`config.mk`:
```
export PLATFORM = sky130hd
export DESIGN_NAME = pipe_stage_buf
export DESIGN_NICKNAME = d
export VERILOG_FILES = /design/src/rtl/pipe_stage_buf_pkg.sv /design/src/rtl/pipe_stage_buf_entry.sv /design/src/rtl/pipe_stage_buf.sv
export SDC_FILE = /design/constraint.sdc
export NUM_CORES = 1
export LEC_CHECK = 0
export BUFFER_PORTS_ARGS = -buffer_cell sky130_fd_sc_hd__buf_2
export CELL_PAD_IN_SITES_DETAIL_PLACEMENT = 0
export CELL_PAD_IN_SITES_GLOBAL_PLACEMENT = 2
export CORE_ASPECT_RATIO = 1.4
export CORE_MARGIN = 8
export CORE_UTILIZATION = 26
export DETAILED_ROUTE_END_ITERATION = 8
export PLACE_DENSITY_LB_ADDON = 0.1
export SLEW_MARGIN = 15
export SYNTH_ARGS = -nofsm -noshare
export SYNTH_HDL_FRONTEND = slang
export SYNTH_HIERARCHICAL = 1
export SYNTH_SLANG_ARGS = --single-unit
```
`constraint.sdc`:
```
create_clock -name clk -period 3.44 [get_ports clk]
set_input_delay 0.344 -clock clk [delete_from_list [all_inputs] [get_ports clk]]
set_output_delay 0.344 -clock clk [all_outputs]
set_load 0.01 [all_outputs]
```
`src/rtl/pipe_stage_buf_pkg.sv`:
```
// Shared ID->EX pipeline definitions: stage-buffer state encoding and
// the payload field layout carried between decode and execute.
package pipe_stage_buf_pkg;

  // Buffer state doubles as the occupancy count.
  typedef enum logic [1:0] {
    ST_EMPTY = 2'd0,
    ST_ONE   = 2'd1,
    ST_FULL  = 2'd2
  } buf_state_t;

  // ID->EX payload field widths.
  localparam int CTRL_W = 8;
  localparam int PC_W   = 16;
  localparam int OPA_W  = 32;
  localparam int OPB_W  = 32;
  localparam int IMM_W  = 21;
  localparam int DEST_W = 5;

  // Field offsets, LSB first: dest at bit 0, ctrl in the top bits.
  localparam int DEST_LSB = 0;
  localparam int IMM_LSB  = DEST_LSB + DEST_W;
  localparam int OPB_LSB  = IMM_LSB + IMM_W;
  localparam int OPA_LSB  = OPB_LSB + OPB_W;
  localparam int PC_LSB   = OPA_LSB + OPA_W;
  localparam int CTRL_LSB = PC_LSB + PC_W;

  // Total payload width (114).
  localparam int ID_EX_W = CTRL_LSB + CTRL_W;

endpackage

```
`src/rtl/pipe_stage_buf_entry.sv`:
```
// One payload slot of the stage buffer: async-reset register with a
// synchronous clear that wins over load.
module pipe_entry_reg #(
  parameter int WIDTH = 114
) (
  input  logic             clk,
  input  logic             rst,
  input  logic             clr,
  input  logic             load,
  input  logic [WIDTH-1:0] d,
  output logic [WIDTH-1:0] q
);

  // Clear has priority so a flush cannot be undone by a same-cycle load.
  always_ff @(posedge clk or negedge rst) begin
    if (!rst)      q <= '0;
    else if (clr)  q <= '0;
    else if (load) q <= d;
  end

endmodule

```
`src/rtl/pipe_stage_buf.sv`:
```
// Two-entry elastic ID->EX stage register (skid buffer). Ready and valid
// are decoded from registered state only, so there is no combinational
// path between the upstream and downstream handshakes.
module pipe_stage_buf
  import pipe_stage_buf_pkg::*;
#(
  parameter int WIDTH          = ID_EX_W,
  parameter int CLEAR_ON_FLUSH = 1
) (
  input  logic             clk,
  input  logic             rst,
  input  logic             flush,
  input  logic             in_valid,
  input  logic [WIDTH-1:0] in_data,
  output logic             in_ready,
  output logic             out_valid,
  output logic [WIDTH-1:0] out_data,
  input  logic             out_ready,
  output logic [1:0]       occupancy
);

  buf_state_t       state, state_nxt;
  logic             push, pop;
  logic             head_ld, tail_ld, ent_clr;
  logic [WIDTH-1:0] head_d, head_q, tail_q;

  assign in_ready  = (state != ST_FULL);
  assign out_valid = (state != ST_EMPTY);
  assign occupancy = state;
  assign out_data  = head_q;

  assign push    = in_valid & in_ready;
  assign pop     = out_valid & out_ready;
  assign ent_clr = flush && (CLEAR_ON_FLUSH != 0);

  // State register.
  always_ff @(posedge clk or negedge rst) begin
    if (!rst) state <= ST_EMPTY;
    else      state <= state_nxt;
  end

  // Next state and entry load controls; flush overrides push and pop.
  always_comb begin
    state_nxt = state;
    head_ld   = 1'b0;
    tail_ld   = 1'b0;
    // Only a pop out of FULL refills the head from the tail.
    head_d    = (state == ST_FULL) ? tail_q : in_data;
    if (flush) begin
      state_nxt = ST_EMPTY;
    end else begin
      case (state)
        ST_EMPTY: begin
          if (push) begin
            head_ld   = 1'b1;
            state_nxt = ST_ONE;
          end
        end
        ST_ONE: begin
          if (push && pop) begin
            head_ld = 1'b1;
          end else if (push) begin
            tail_ld   = 1'b1;
            state_nxt = ST_FULL;
          end else if (pop) begin
            state_nxt = ST_EMPTY;
          end
        end
        ST_FULL: begin
          // in_ready is low here, so only a pop can happen.
          if (pop) begin
            head_ld   = 1'b1;
            state_nxt = ST_ONE;
          end
        end
        default: state_nxt = ST_EMPTY;
      endcase
    end
  end

  pipe_entry_reg #(.WIDTH(WIDTH)) u_head (
    .clk  (clk),
    .rst  (rst),
    .clr  (ent_clr),
    .load (head_ld),
    .d    (head_d),
    .q    (head_q)
  );

  pipe_entry_reg #(.WIDTH(WIDTH)) u_tail (
    .clk  (clk),
    .rst  (rst),
    .clr  (ent_clr),
    .load (tail_ld),
    .d    (in_data),
    .q    (tail_q)
  );

endmodule

```
==> results of run 1 <==
[path summary, 6_finish.rpt]
check / start / endpoint / slack [ns]
worst max-delay path: occupancy[1] / u_tail/q[9] / 1.21
worst max register to register: occupancy[1] / u_tail/q[9] / 1.21
worst min-delay path: in_data[77] / u_tail/q[77] / 0.05
worst min register to register: u_head/q[83] / u_head/q[83] / 0.52
max in group asynchronous: rst / u_tail/q[33] / 2.21
min in group asynchronous: rst / u_head/q[83] / 0.40
[logic make-up after synthesis]
group / after synthesis / share of synthesized area
AOI/OAI and AO/OA: 4 / 0.00195
muxes: 228 / 0.210
and+or+nand+nor: 578 / 0.201
DFF: 230 / 0.528
buffers and inverters: 78 / 0.0589
[through the flow]
stage	total power, µW	hold WS (ns)	std cells	util	instance area [µm²]
3_3_place_gp	3680	0.432	1838	0.301	12400
3_5_place_dp	3680	0.436	1838	0.301	12400
5_1_grt	6710	0.0391	1889	0.321	13300
2_1_floorplan	3340	0.0484	1118	-	10900
4_1_cts	6550	0.0143	1889	0.321	13300
6_report	6370	0.0547	1891	0.322	13300
[worst register-to-register path: stages, from the launching register on]
cell and delay (ns):
dfrtp_1 0.41, nor2b_1 0.23, and3_4 0.77, buf_4 0.39, mux2i_1 0.21, nor2_1 0.06
[area by class of cell]
type,count,area (µm²),share of cell area
well taps,540,676,0.0509
multi-input cells,810,4520,0.340
inverters,1,6.26,0.000471
clock inverters,6,42.5,0.00320
diodes,2,5.00,0.000377
repair buffers,259,1480,0.111
flip-flops and latches,230,5760,0.434
clock buffers,43,796,0.0599
[power by group]
part	leakage (µW)	switching, µW	total [µW]	internal, µW
clock	0.000410	1180	2770	1580
combinational	0.00319	447	739	292
sequential	0.00316	61.9	2870	2810
total	0.00676	1690	6370	4680
[metal layers]
metal	GRT usage	share of wire	vias up	wire [µm]
met1	0.178	0.46	3942	15400
li1	-	-	3998	-
met4	0.0333	0.017	4	576
met3	0.0321	0.057	35	1910
met2	0.220	0.47	193	15600
met5	0	0.00078	-	26
[flip-flops by register name (all words and copies together), names as in the netlist]
signal     count
occupancy      2
u_head/q     114
u_tail/q     114
[placed cells by master (no fill, tap or decap), drive strengths merged]
| cell | n |
|---|---|
| or4b | 1 |
| nor3 | 1 |
| clkinv | 3 |
| mux2i | 228 |
| or2 | 1 |
| a31oi | 1 |
| clkbuf | 44 |
| nor2 | 229 |
| o21ai | 1 |
| inv | 3 |
| and3 | 1 |
| nor2b | 2 |
| clkinvlp | 1 |
| nand2b | 1 |
| nand2 | 342 |
| a21oi | 2 |
| dfrtp | 230 |
| buf | 256 |
| dlygate4sd3 | 2 |
| diode | 2 |
==> results.ini, run 1 <==
[logic_synthesis]
yosys_warnings = 6
avgSynthCellArea_um2 = 9.74
synth_nets = 1237
syn-cell-area_um2 = 10900
netlist_instances = 1118
synth_edf_count = 0
synth-seq-cells = 230
synthFlopType = dfrtp_1
async_flop_share = 1.00
synth.most_common_cell = nand2_1
synth_top_area_share = 0.528
seq_area_frac_synth = 0.528
synth_commonest_cells = nand2_1 (342), dfrtp_1 (230), nor2_1 (229)
synth_area_leaders = dfrtp_1 (53%), mux2i_1 (21%), nand2_1 (12%), nor2_1 (7.9%), buf_12 (2.2%)
yosysTopAreaCell = dfrtp_1
synth_cell_types = 22

[power]
worst_ir_drop_vdd_mv = 0.285
leakage_uw = 0.00676
power_density_nw_per_um2 = 480

[sta]
fmax_mhz = 449
final.setup.tns_ns = 0
fin_skew_ns = 0.0162
rsz0062_at_grt = no
tightest_slew_ns = 1.02
hold_viol = 0
drv_slew = 0
min_period_ns = 2.23
fin_crit_sh = 0.648
setup_ws_ns = 1.21
slew_headroom = 0.318
setup_viol = 0

[route]
wl_um = 33500
drtIter0Drc = 393
drcViolationCount = 0
antenna_left = 0
viasPerCell = 4.32
drtPass1Iterations = 4
routedWlPerCell_um = 17.7
vias = 8172

[die]
die_area_um2 = 48800
die_x_um = 189
coreArea_um2 = 41300
rows = 88
start_util = 0.264
fp.dieH_um = 258
pin_count = 237

[placement]
routabilityCongestion = 0.678
port_buffers = 236
detailedPlace.worstSlack_ns = 1.15
dp_hpwl_um = 20700

[critical_path]
cp.arrival_ns = 2.62
crit_buf_inv = 1
path_cells = nor2b_1, and3_4, buf_4, mux2i_1, nor2_1
cpLargestDelayFamily = simple AND/OR/NAND/NOR gates
critPathLaunchType = flop
crit_slowest_cell = and3_4
path_depth = 5
worst-setup-path-type = reg2reg
cp.required_ns = 3.83
crit_path_max_fanout = 36
reg2regPathDepth = 5
cp_slowest_stage_delay_ns = 0.77
end_kind = flop

[clock_tree]
cts-htree-levels = 1
cts_setup_buffers = 0
cts_tree = built
root_buffer = clkbuf_16
path_clk_slew_ns = 0.06
ctsResizeCount = 0
cts_hold_buf = 2
cts_buffers = 27
cts_buffer_depth = 3
insertion_delay_ns = 0.55
cts.sinks = 230

[grt]
globalRouteOverflowTotal = 0
grtUsageTotal = 0.135
grt_antenna_before_repair = 6
grt_pass1_wl_um = 52900
grt_pass1_vias = 8671
grt_max_degree = 91

[layout]
area_delta_synth_final_pct = 21.9
fin_nets = 1448
nFillCells = 4438
drive_gt1_frac = 0.223

[job]
maxCapViolCount = 0

[hold_path]
whs_path_depth = 3
min_path_type = in2reg

[outcome]
status = completed

Note: power is estimated with default switching activity, not from simulation.
==> run 2: changes to the inputs <==
- clock period: 3.44 -> 2.1 ns (I/O delays scaled with it)
==> results.ini, run 2 (synthesized netlist as in run 1, its figures left out) <==
[outcome]
status = completed

[grt]
grt_max_degree = 179
met1_usage = 0.188
globalRouteOverflowTotal = 0
grt_pass1_vias = 9035
use_met3 = 0.0277
grt_pass1_wl_um = 54600
busiest_layer = met2
gr-usage-met2 = 0.227
grt_antenna_before_repair = 0
grtUsageTotal = 0.139

[critical_path]
cp.required_ns = 1.89
crit_slowest_cell = dfrtp_1
cpMostUsedCell = buf_12
critPathLaunchType = flop
path_cells = nor2b_4, buf_12, inv_6, buf_12, buf_2
cp_slowest_stage_delay_ns = 0.42
crit_path_max_fanout = 17
reg2regPathDepth = 6
crit_buf_inv = 4
cp.arrival_ns = 1.79
worst-setup-path-type = reg2out
r2r_end = u_head/q[55]
end_kind = output pin
r2r_start = occupancy[0]
reg2reg_slack_ns = 0.18
cpLargestDelayFamily = buffers and inverters

[power]
leakage_uw = 0.00737
seqPwrFrac = 0.431
comb_power_share = 0.133
worst_ir_drop_vdd_mv = 0.496
p_int_uw = 8110
sw_frac_of_total = 0.256
p_switching_uw = 2790
power_density_nw_per_um2 = 741
clkPwrFrac = 0.436

[layout]
diodes = 0
mostFrequentLayoutCells = nand2_1 (342), buf_2 (234), nor2_1 (229), dfrtp_1 (229), mux2i_1 (228)
final_common_cell = nand2_1
fin_nets = 1571
final_util = 0.356
instances_no_fill = 2010
area_delta_synth_final_pct = 35.1
finalInstanceArea_um2 = 14700
drive_gt1_frac = 0.211

[route]
drcViolationCount = 0
antenna_left = 0
viasPerCell = 4.27
drtIter0Drc = 440
vias = 8579
drtPass1Iterations = 4
wl_um = 35300
routedWlPerCell_um = 17.6

[sta]
fmax_mhz = 500
setup_ws_ns = 0.101
setup_viol = 0
fin_skew_ns = 0.0121
fin_crit_sh = 0.952
hold_viol = 0
slew_headroom = 0.389
min_period_ns = 2.00
final.setup.tns_ns = 0
drv_slew = 0
tightest_slew_ns = 0.917

[placement]
port_buffers = 236
post_dp_cell_area_um2 = 12500
detailedPlace.worstSlack_ns = 0.101
dp_cells = 1841
routabilityCongestion = 0.690
dp_hpwl_um = 21500

[job]
maxCapViolCount = 0

[die]
die_area_um2 = 48800
start_util = 0.264
die_x_um = 189
pin_count = 237
fp.dieH_um = 258
rows = 88
coreArea_um2 = 41300

[hold_path]
min_path_type = in2async

[clock_tree]
root_buffer = clkbuf_16
cts_tree = built
cts_buffers = 27
insertion_delay_ns = 0.54
cts-htree-levels = 1
cts_buffer_depth = 3
cts.sinks = 230
path_clk_slew_ns = 0.06

[run 2: changes by cell type in the layout (fill, tap and decap cells not counted), moves of 2 or more]
cell,change
dlygate4sd3_1,+115
buf_12,+9
buf_4,-5
clkbuf_16,+3
bufinv_16,+2
clkinv_2,-2
diode_2,-2
[run 2: worst max path at each step]
| stage | cells past startpoint | to | start |
|---|---|---|---|
| 2_1_floorplan | 9 | u_head/q[100] | occupancy[1] |
| 3_3_place_gp | 7 | u_head/q[7] | occupancy[1] |
| 3_5_place_dp | 7 | u_head/q[105] | occupancy[1] |
| 4_1_cts | 5 | in_ready | occupancy[0] |
| 5_1_grt | 5 | in_ready | occupancy[1] |
| 6_report | 5 | in_ready | occupancy[1] |
[run 2: power by group through the flow]
stage               Clock [µW]  Combinational [µW]  Sequential, µW
finish                    4750                1450            4700
floorplan                    0                 651            4820
CTS                       4990                1470            4710
detailed placement           0                1290            4790
global placement             0                1280            4790
global route              5140                1610            4720
[run 2: what timing repair did]
item | CTS | global route
endpoints found under the hold margin | 175 | 0
buffers inserted | 0 | 2
pin swaps | 0 | 1
hold buffers | 117 | 0
endpoints found under the setup margin | 1 | 50
gates resized for setup | 5 | 3
cloned | 1 | 2
[run 2: cell type report]
cell class | count | area (µm²)
clock buffers | 43 | 806
clock inverters | 4 | 73.8
fillers | 4240 | 26600
inverters | 1 | 8.76
multi-input cells | 810 | 4520
flip-flops and latches | 230 | 5760
well taps | 540 | 676
repair buffers | 382 | 2880
[run 2: worst reg2reg max path, cell delays in order (launching register included)]
cell and delay (ns):
dfrtp_2 0.46, nor2b_4 0.18, o21ai_1 0.15, a21oi_4 0.25
clkbuf_16 0.37, mux2i_1 0.31, nor2_1 0.05
[run 2: metal layers]
layer,part of all wire,wire [µm]
met3,0.046,1610
met4,0.013,448
met1,0.47,16700
met5,0,0
met2,0.47,16500
[run 2: stage by stage]
stage	total power [µW]	hold WS (ns)
floorplan	5470	-0.0856
global placement	6070	0.176
detailed placement	6070	0.175
CTS	11200	0.188
global route	11500	0.206
finish	10900	0.173
==> run 3: changes to the inputs <==
- clock period: 2.1 -> 2.2 ns (I/O delays scaled with it)
==> results.ini, run 3 (synthesized netlist as in run 1, its figures left out) <==
[layout]
final_common_cell = nand2_1
instances_no_fill = 2013
drive_gt1_frac = 0.213
multi_input_area_um2 = 4520
nFillCells = 4279
area_delta_synth_final_pct = 34.8
final_util = 0.356
regArea_um2 = 5760
mostFrequentLayoutCells = nand2_1 (342), buf_2 (234), nor2_1 (229), dfrtp_1 (229), mux2i_1 (228)
fin_nets = 1570

[critical_path]
crit_path_max_fanout = 22
reg2regPathDepth = 7
r2r_end = u_head/q[10]
reg2reg_slack_ns = 0.25
r2r_start = occupancy[1]
cp.arrival_ns = 1.80
worst-setup-path-type = reg2out
cp.required_ns = 1.98
end_kind = output pin
critPathLaunchType = flop

[power]
p_switching_uw = 2680
power_uw = 10500
clkPwrFrac = 0.441
comb_power_share = 0.130
p_int_uw = 7780
seqPwrFrac = 0.429
sw_frac_of_total = 0.256
worst_ir_drop_vdd_mv = 0.451
leakage_uw = 0.00736
power_density_nw_per_um2 = 712

[route]
routedWlPerCell_um = 17.5
drtPass1Iterations = 5
drtIter0Drc = 385
vias = 8634
drcViolationCount = 0
antenna_left = 0
wl_um = 35100
viasPerCell = 4.29

[die]
die_area_um2 = 48800
pin_count = 237
fp.dieH_um = 258
start_util = 0.264
die_x_um = 189
rows = 88
coreArea_um2 = 41300

[clock_tree]
cts_buffer_depth = 3
insertion_delay_ns = 0.54
cts.sinks = 230
cts-htree-levels = 1
root_buffer = clkbuf_16
cts_buffers = 27
path_clk_slew_ns = 0.06
cts_setup_buffers = 0
cts_tree = built

[sta]
drv_slew = 0
tightest_slew_ns = 1.03
fin_skew_ns = 0.00782
fin_crit_sh = 0.920
slew_headroom = 0.315
rsz0062_at_grt = no
setup_viol = 0
final.setup.tns_ns = 0
hold_viol = 0
setup_ws_ns = 0.177
fmax_mhz = 494
min_period_ns = 2.02

[grt]
globalRouteOverflowTotal = 0
grt_pass1_vias = 8950
grt_antenna_before_repair = 3
grt_pass1_wl_um = 54700
grt_max_degree = 183
grtUsageTotal = 0.140

[placement]
port_buffers = 236
detailedPlace.worstSlack_ns = 0.271
dp_cells = 1843
routabilityCongestion = 0.700
dp_hpwl_um = 21500

[hold_path]
min_path_type = in2async

[outcome]
status = completed

[job]
maxCapViolCount = 0

[run 3: cell types whose count changed in the layout (fill, tap and decap cells not counted), moves of 3 or more]
cell and delta:
buf_12 -3, buf_4 +3, clkbuf_1 -4, clkinv_2 +4, diode_2 +3
[run 3: metal layers]
metal	share of wire	vias up	track usage
met5	0	-	0
met4	0.016	0	0.0331
met3	0.055	33	0.0294
met2	0.47	208	0.231
met1	0.46	4149	0.186
li1	-	4244	-
[run 3: power groups by stage]
stage	clock (µW)	sequential (µW)	combinational [µW]
6_report	4620	4490	1360
5_1_grt	4990	4510	1510
4_1_cts	4830	4490	1400
3_5_place_dp	0	4570	1220
3_3_place_gp	0	4570	1220
2_1_floorplan	0	4600	622
[run 3: timing repair]
action | 4_1_cts | 5_1_grt
hold endpoints to repair | 232 | 0
cloned | 1 | 1
gates resized for setup | 1 | 1
hold buffers | 117 | 0
setup endpoints to repair | 1 | 1
[run 3: how the worst max path moves through the flow]
stage,startpoint,endpoint,slack (ns),cells past startpoint
finish,occupancy[0],in_ready,0.18,5
global route,occupancy[0],in_ready,0.06,5
CTS,occupancy[1],in_ready,0.03,5
detailed placement,occupancy[1],u_head/q[83],0.27,7
global placement,occupancy[1],u_head/q[83],0.33,7
floorplan,occupancy[1],u_head/q[100],0.45,9
[run 3: cell type report]
cell class	count	share of cell area
inverters	1	0.000426
multi-input cells	810	0.308
diodes	3	0.000511
clock buffers	41	0.0557
flip-flops and latches	230	0.392
repair buffers	381	0.192
clock inverters	7	0.00579
well taps	540	0.0460
[run 3: per-stage QoR]
stage	hold slack (ns)	instance area (µm²)
5_1_grt	0.204	14700
3_5_place_dp	0.167	12500
3_3_place_gp	0.164	12500
4_1_cts	0.181	14700
6_report	0.190	14700
2_1_floorplan	-0.0756	10900
[run 3: critical path: stages, from the launching register on]
cell	delay (ns)
dfrtp_2	0.46
nor2b_4	0.13
buf_4	0.22
inv_4	0.09
buf_16	0.18
buf_2	0.16
